[src/rtl/keypad_scanner.sv]
// ---------------------------------------------------------------------------
// keypad_scanner
//
// Scans a 4x4 matrix keypad by driving one column low at a time and reading
// the pulled-up rows. A key that is seen at the end of a column dwell has to
// stay stable for DEBOUNCE cycles before it is accepted. Then it has to be
// fully released for DEBOUNCE cycles before scanning resumes. Accepted keys
// are shifted into a four-digit entry register.
//
// Parameters
//   DWELL     cycles each column is driven before its rows are judged (>= 3,
//             so the 2-flop row synchronizer has caught up with the column)
//   DEBOUNCE  consecutive stable cycles needed for a press and for a release
//
// Ports
//   refresh_clock  single clock, all state changes on its rising edge
//   reset_n        asynchronous active-low reset
//   row_in[3:0]    keypad rows, active-low, asynchronous to refresh_clock
//   col_out[3:0]   column drive, active-low one-hot
//   key_valid      one-cycle pulse per accepted key press
//   key_code[3:0]  {row_idx, col_idx} of the last accepted key
//   entry[15:0]    last four accepted codes, newest in [3:0]
//   entry_done     one-cycle pulse together with every 4th key_valid
// ---------------------------------------------------------------------------
module keypad_scanner #(
  parameter int DWELL    = 4,
  parameter int DEBOUNCE = 8
) (
  input  logic        refresh_clock,
  input  logic        reset_n,
  input  logic [3:0]  row_in,
  output logic [3:0]  col_out,
  output logic        key_valid,
  output logic [3:0]  key_code,
  output logic [15:0] entry,
  output logic        entry_done
);

  localparam int DW = (DWELL > 1) ? $clog2(DWELL) : 1;
  localparam int SW = $clog2(DEBOUNCE + 1);
  localparam logic [DW-1:0] DWELL_LAST  = DW'(DWELL - 1);
  localparam logic [SW-1:0] STABLE_LAST = SW'(DEBOUNCE - 1);

  // The state register is left as a plain named signal so checkers can bind
  // to it directly.
  typedef enum logic [1:0] {
    S_SCAN     = 2'd0,
    S_DEBOUNCE = 2'd1,
    S_HELD     = 2'd2,
    S_RELEASE  = 2'd3
  } state_t;

  state_t        state;
  logic [3:0]    row_meta;
  logic [3:0]    row_s;
  logic [1:0]    col;
  logic [DW-1:0] dwell;
  logic [SW-1:0] stable;
  logic [3:0]    pattern;
  logic [1:0]    digit;
  logic [3:0]    new_code;

  // Lowest-numbered low row wins when several rows are pressed together.
  function automatic logic [1:0] low_row(input logic [3:0] p);
    if (!p[0])      return 2'd0;
    else if (!p[1]) return 2'd1;
    else if (!p[2]) return 2'd2;
    else            return 2'd3;
  endfunction

  assign col_out  = ~(4'b0001 << col);
  assign new_code = {low_row(pattern), col};

  // Rows are asynchronous; two flops before anything looks at them. The
  // reset value is "no key", matching the pull-ups.
  always_ff @(posedge refresh_clock or negedge reset_n) begin
    if (!reset_n) begin
      row_meta <= 4'hF;
      row_s    <= 4'hF;
    end else begin
      row_meta <= row_in;
      row_s    <= row_meta;
    end
  end

  always_ff @(posedge refresh_clock or negedge reset_n) begin
    if (!reset_n) begin
      state      <= S_SCAN;
      col        <= 2'd0;
      dwell      <= '0;
      stable     <= '0;
      pattern    <= 4'hF;
      digit      <= 2'd0;
      key_valid  <= 1'b0;
      key_code   <= 4'h0;
      entry      <= 16'h0000;
      entry_done <= 1'b0;
    end else begin
      key_valid  <= 1'b0;
      entry_done <= 1'b0;
      case (state)
        S_SCAN: begin
          if (dwell == DWELL_LAST) begin
            if (row_s == 4'hF) begin
              col   <= col + 2'd1;
              dwell <= '0;
            end else begin
              // Column stays frozen from here until the key is released.
              pattern <= row_s;
              stable  <= '0;
              state   <= S_DEBOUNCE;
            end
          end else begin
            dwell <= dwell + 1'b1;
          end
        end
        S_DEBOUNCE: begin
          if (row_s == pattern) begin
            stable <= stable + 1'b1;
            if (stable == STABLE_LAST) begin
              key_valid  <= 1'b1;
              key_code   <= new_code;
              entry      <= {entry[11:0], new_code};
              entry_done <= (digit == 2'd3);
              digit      <= digit + 2'd1;
              state      <= S_HELD;
            end
          end else begin
            // Bounce: rescan the same column from the start of its dwell.
            dwell <= '0;
            state <= S_SCAN;
          end
        end
        S_HELD: begin
          if (row_s == 4'hF) begin
            stable <= '0;
            state  <= S_RELEASE;
          end
        end
        S_RELEASE: begin
          if (row_s != 4'hF) begin
            state <= S_HELD;
          end else if (stable == STABLE_LAST) begin
            col   <= col + 2'd1;
            dwell <= '0;
            state <= S_SCAN;
          end else begin
            stable <= stable + 1'b1;
          end
        end
        default: state <= S_SCAN;
      endcase
    end
  end

endmodule

[config.mk]
export PLATFORM = sky130hd
export DESIGN_NAME = keypad_scanner
export DESIGN_NICKNAME = d
export VERILOG_FILES = /design/src/rtl/keypad_scanner.sv
export SDC_FILE = /design/constraint.sdc
export NUM_CORES = 1
export LEC_CHECK = 0
export BUFFER_PORTS_ARGS = -buffer_cell sky130_fd_sc_hd__buf_2
export CAP_MARGIN = 20
export CORE_UTILIZATION = 46
export DETAILED_ROUTE_END_ITERATION = 8
export GPL_ROUTABILITY_DRIVEN = 0
export PLACE_DENSITY = 0.64
export SLEW_MARGIN = 10
export SYNTH_ARGS = -nofsm -noshare
export SYNTH_HDL_FRONTEND = slang
export SYNTH_SLANG_ARGS = --single-unit
[constraint.sdc]
create_clock -name refresh_clock -period 6.1 [get_ports refresh_clock]
set_clock_uncertainty 0.1 [all_clocks]
set_input_delay 1.525 -clock refresh_clock [delete_from_list [all_inputs] [get_ports refresh_clock]]
set_output_delay 1.525 -clock refresh_clock [all_outputs]
set_load 0.01 [all_outputs]
==> impl_metrics.yaml <==
cells_and_area:
  insertedDiodeCount: 0
  fin_util: 0.549
  syn2layout_area_growth_pct: 13.7
  fillCellCount: 343
  finalNetCount: 189
  drive_gt1_frac: 0.395
synth:
  syn_nets: 159
  yosysSeqAreaShare: 0.544
  synth_flop_cell: "dfrtp_1"
  ys_warn_count: 0
  syn_area_um2: 1960
  synth_enable_flop_cells: 0
  synthTopCellsByArea: "dfrtp_1 (38%), dfstp_2 (16%), mux2_4 (11%)"
  syn_inst: 146
  yosys.cell_count.top_type: "dfrtp_1"
  avgSynthCellArea_um2: 13.4
  async_flop_share: 1.00
  ys_ff_latch: 42
  synth_top_area_cell: "dfrtp_1"
  netlist_top_cells_count: "dfrtp_1 (30), mux2_4 (14), dfstp_2 (12)"
  yosysUniqueCellTypes: 41
  synth_top_area_share: 0.383
die:
  core_um2: 4060
  num_rows: 23
  die_h_um: 67.3
  dieArea_um2: 4520
  ios: 32
  die_w_um: 67.3
  initial_core_util: 0.483
sta:
  maxSlewHeadroom: 0.396
  setup_viol: 0
  post-route-period-util: 0.459
  rsz0062_at_grt: "false"
  drv_slew: 0
  hold_viol: 0
  period_needed_ns: 2.80
  worst_pin_slew_ns: 0.906
  setup-tns-final_ns: 0
  fmax_mhz: 357
power:
  p_comb_frac: 0.229
  power_density_nw_per_um2: 335
  ir_drop_uv: 168
  seqPwrFrac: 0.497
  p_int_mw: 0.524
  leakagePower_nw: 1.19
  p_switching_mw: 0.221
  clkPwrFrac: 0.274
  switching_share: 0.297
grt:
  grt_pass1_vias: 1231
  grt.overflow.total: 0
  grt_pass1_wl_um: 5530
  grt_max_degree: 43
  antenna_found_initial: 0
  track_usage: 0.166
detailed_routing:
  post-route-drc-count: 0
  viasPerCell: 5.41
  dr.first_iter.drc_count: 62
  wire_per_inst_um: 14.5
  wirelength_um: 3300
  vias: 1227
  final_antenna_net_count: 0
  dr.pass1.iters: 4
worst_hold_path:
  min-delay-start: "row_meta[2]"
  hold_class: "register to register"
clock_tree:
  postCtsHoldBufs: 0
  path_clk_slew_ns: 0.08
  cts_tree: "done"
  cts_buffer_depth: 2
  post_cts_resized: 0
  clkLatencyLatePin_ns: 0.28
  cts_max_level: 2
  cts-buffers-inserted: 5
  cts_setup_buffers: 0
  clock-root-buffer: "clkbuf_8"
  cts.sinks: 42
worst_setup_path:
  end_kind: "output port"
  cp_common_cell: "inv_1"
  cp.required_ns: 4.47
  crit_arrival_ns: 1.18
  slowest_delay_ns: 0.41
  startpoint: "col[0]"
  cp_max_fo: 4
  cp_cell_sequence: "inv_1, ha_1, inv_1, buf_2"
  slowest_stage: "dfrtp_1"
  worstReg2RegStart: "pattern[0]"
  crit_type: "register to output port"
  start_kind: "register"
placed_design:
  numPortBuffers: 31
  dpl.hpwl_um: 2300
run:
  drv_cap: 0
status:
  status: "finished, final reports clean"
## stage by stage
step	power, mW	hold slack, ns	setup WS (ns)	instances	cell area, um2
final	0.746	0.257	3.30	227	2230
after global routing	0.795	0.262	3.21	227	2230
after CTS	0.756	0.258	3.28	227	2230
after detailed placement	0.546	0.247	3.60	219	2120
after global placement	0.530	0.246	3.67	219	2120
after floorplan	0.494	0.245	3.76	146	1960
## critical path: cells and delay by family (launching register included)
kind       cells  cell delay [ns]
fa+ha+maj      1             0.21
flops          1             0.41
buf+inv        3             0.27
## registers in the layout (all words and copies together), names as in the netlist
signal and count:
col 2, key_code 3, stable 4, entry_done 1
key_valid 1, entry 13, digit 2, row_s 4
row_meta 4, pattern 4, dwell 2, state 2
## cell usage in the layout (no fill, tap or decap), types with 2 or more instances in the layout
cell / synthesis / final
a211o_1: 2 / 2
a21oi_1: 3 / 3
a41oi_1: 2 / 2
and3_1: 4 / 4
and4b_1: 2 / 2
buf_2: 0 / 31
clkbuf_8: 0 / 6
dfrtp_1: 30 / 30
dfstp_2: 12 / 12
ha_1: 7 / 7
inv_1: 10 / 10
mux2_1: 4 / 4
mux2_4: 14 / 14
nand2_1: 6 / 6
nand3b_1: 3 / 3
nand4_1: 2 / 2
nor2_1: 2 / 2
o21ai_0: 2 / 2
o21ai_1: 3 / 3
o22a_1: 4 / 4
o22ai_1: 2 / 2
o31ai_1: 2 / 2
xnor2_1: 2 / 2
xnor2_2: 4 / 4
## path summary, 6_finish.rpt
| path | end | cells past startpoint | slack (ns) |
|---|---|---|---|
| max in group asynchronous | dwell[1] | 1 | 4.07 |
| min | row_s[2] | 0 | 0.26 |
| max | col_out[2] | 4 | 3.30 |
| min reg2reg | row_s[2] | 0 | 0.26 |
| max reg2reg | entry[14] | 4 | 3.98 |
| min in group asynchronous | entry_done | 1 | 1.27 |
## power groups by stage
stage | sequential, mW | combinational (mW) | clock (mW)
after floorplan | 0.360 | 0.134 | 0
after global placement | 0.371 | 0.159 | 0
after detailed placement | 0.375 | 0.171 | 0
after CTS | 0.370 | 0.172 | 0.213
after global routing | 0.377 | 0.192 | 0.226
final | 0.371 | 0.170 | 0.204
## cells by family after synthesis
kind of cell | share of synthesized area
xor gates and xnor gates | 0.0421
AOI/OAI and AO/OA | 0.0875
adders and majority gates | 0.0447
and+or+nand+nor | 0.0945
buffers and inverters | 0.0517
DFF | 0.544
muxes | 0.135
## layer usage
metal	track usage	vias up	wire length (um)
met5	0	-	0
met4	0.0745	0	34
met3	0.0557	4	198
met2	0.268	44	1600
met1	0.200	601	1460
li1	-	578	-
## area by class of cell
cell class / count / area [um2] / share of cell area
inverters: 11 / 41.3 / 0.0185
repair buffers: 31 / 155 / 0.0696
multi-input cells: 85 / 792 / 0.355
clock buffers: 8 / 111 / 0.0500
well taps: 50 / 62.6 / 0.0281
flip-flops and latches: 42 / 1070 / 0.478
(Power assumes the default switching activity.)
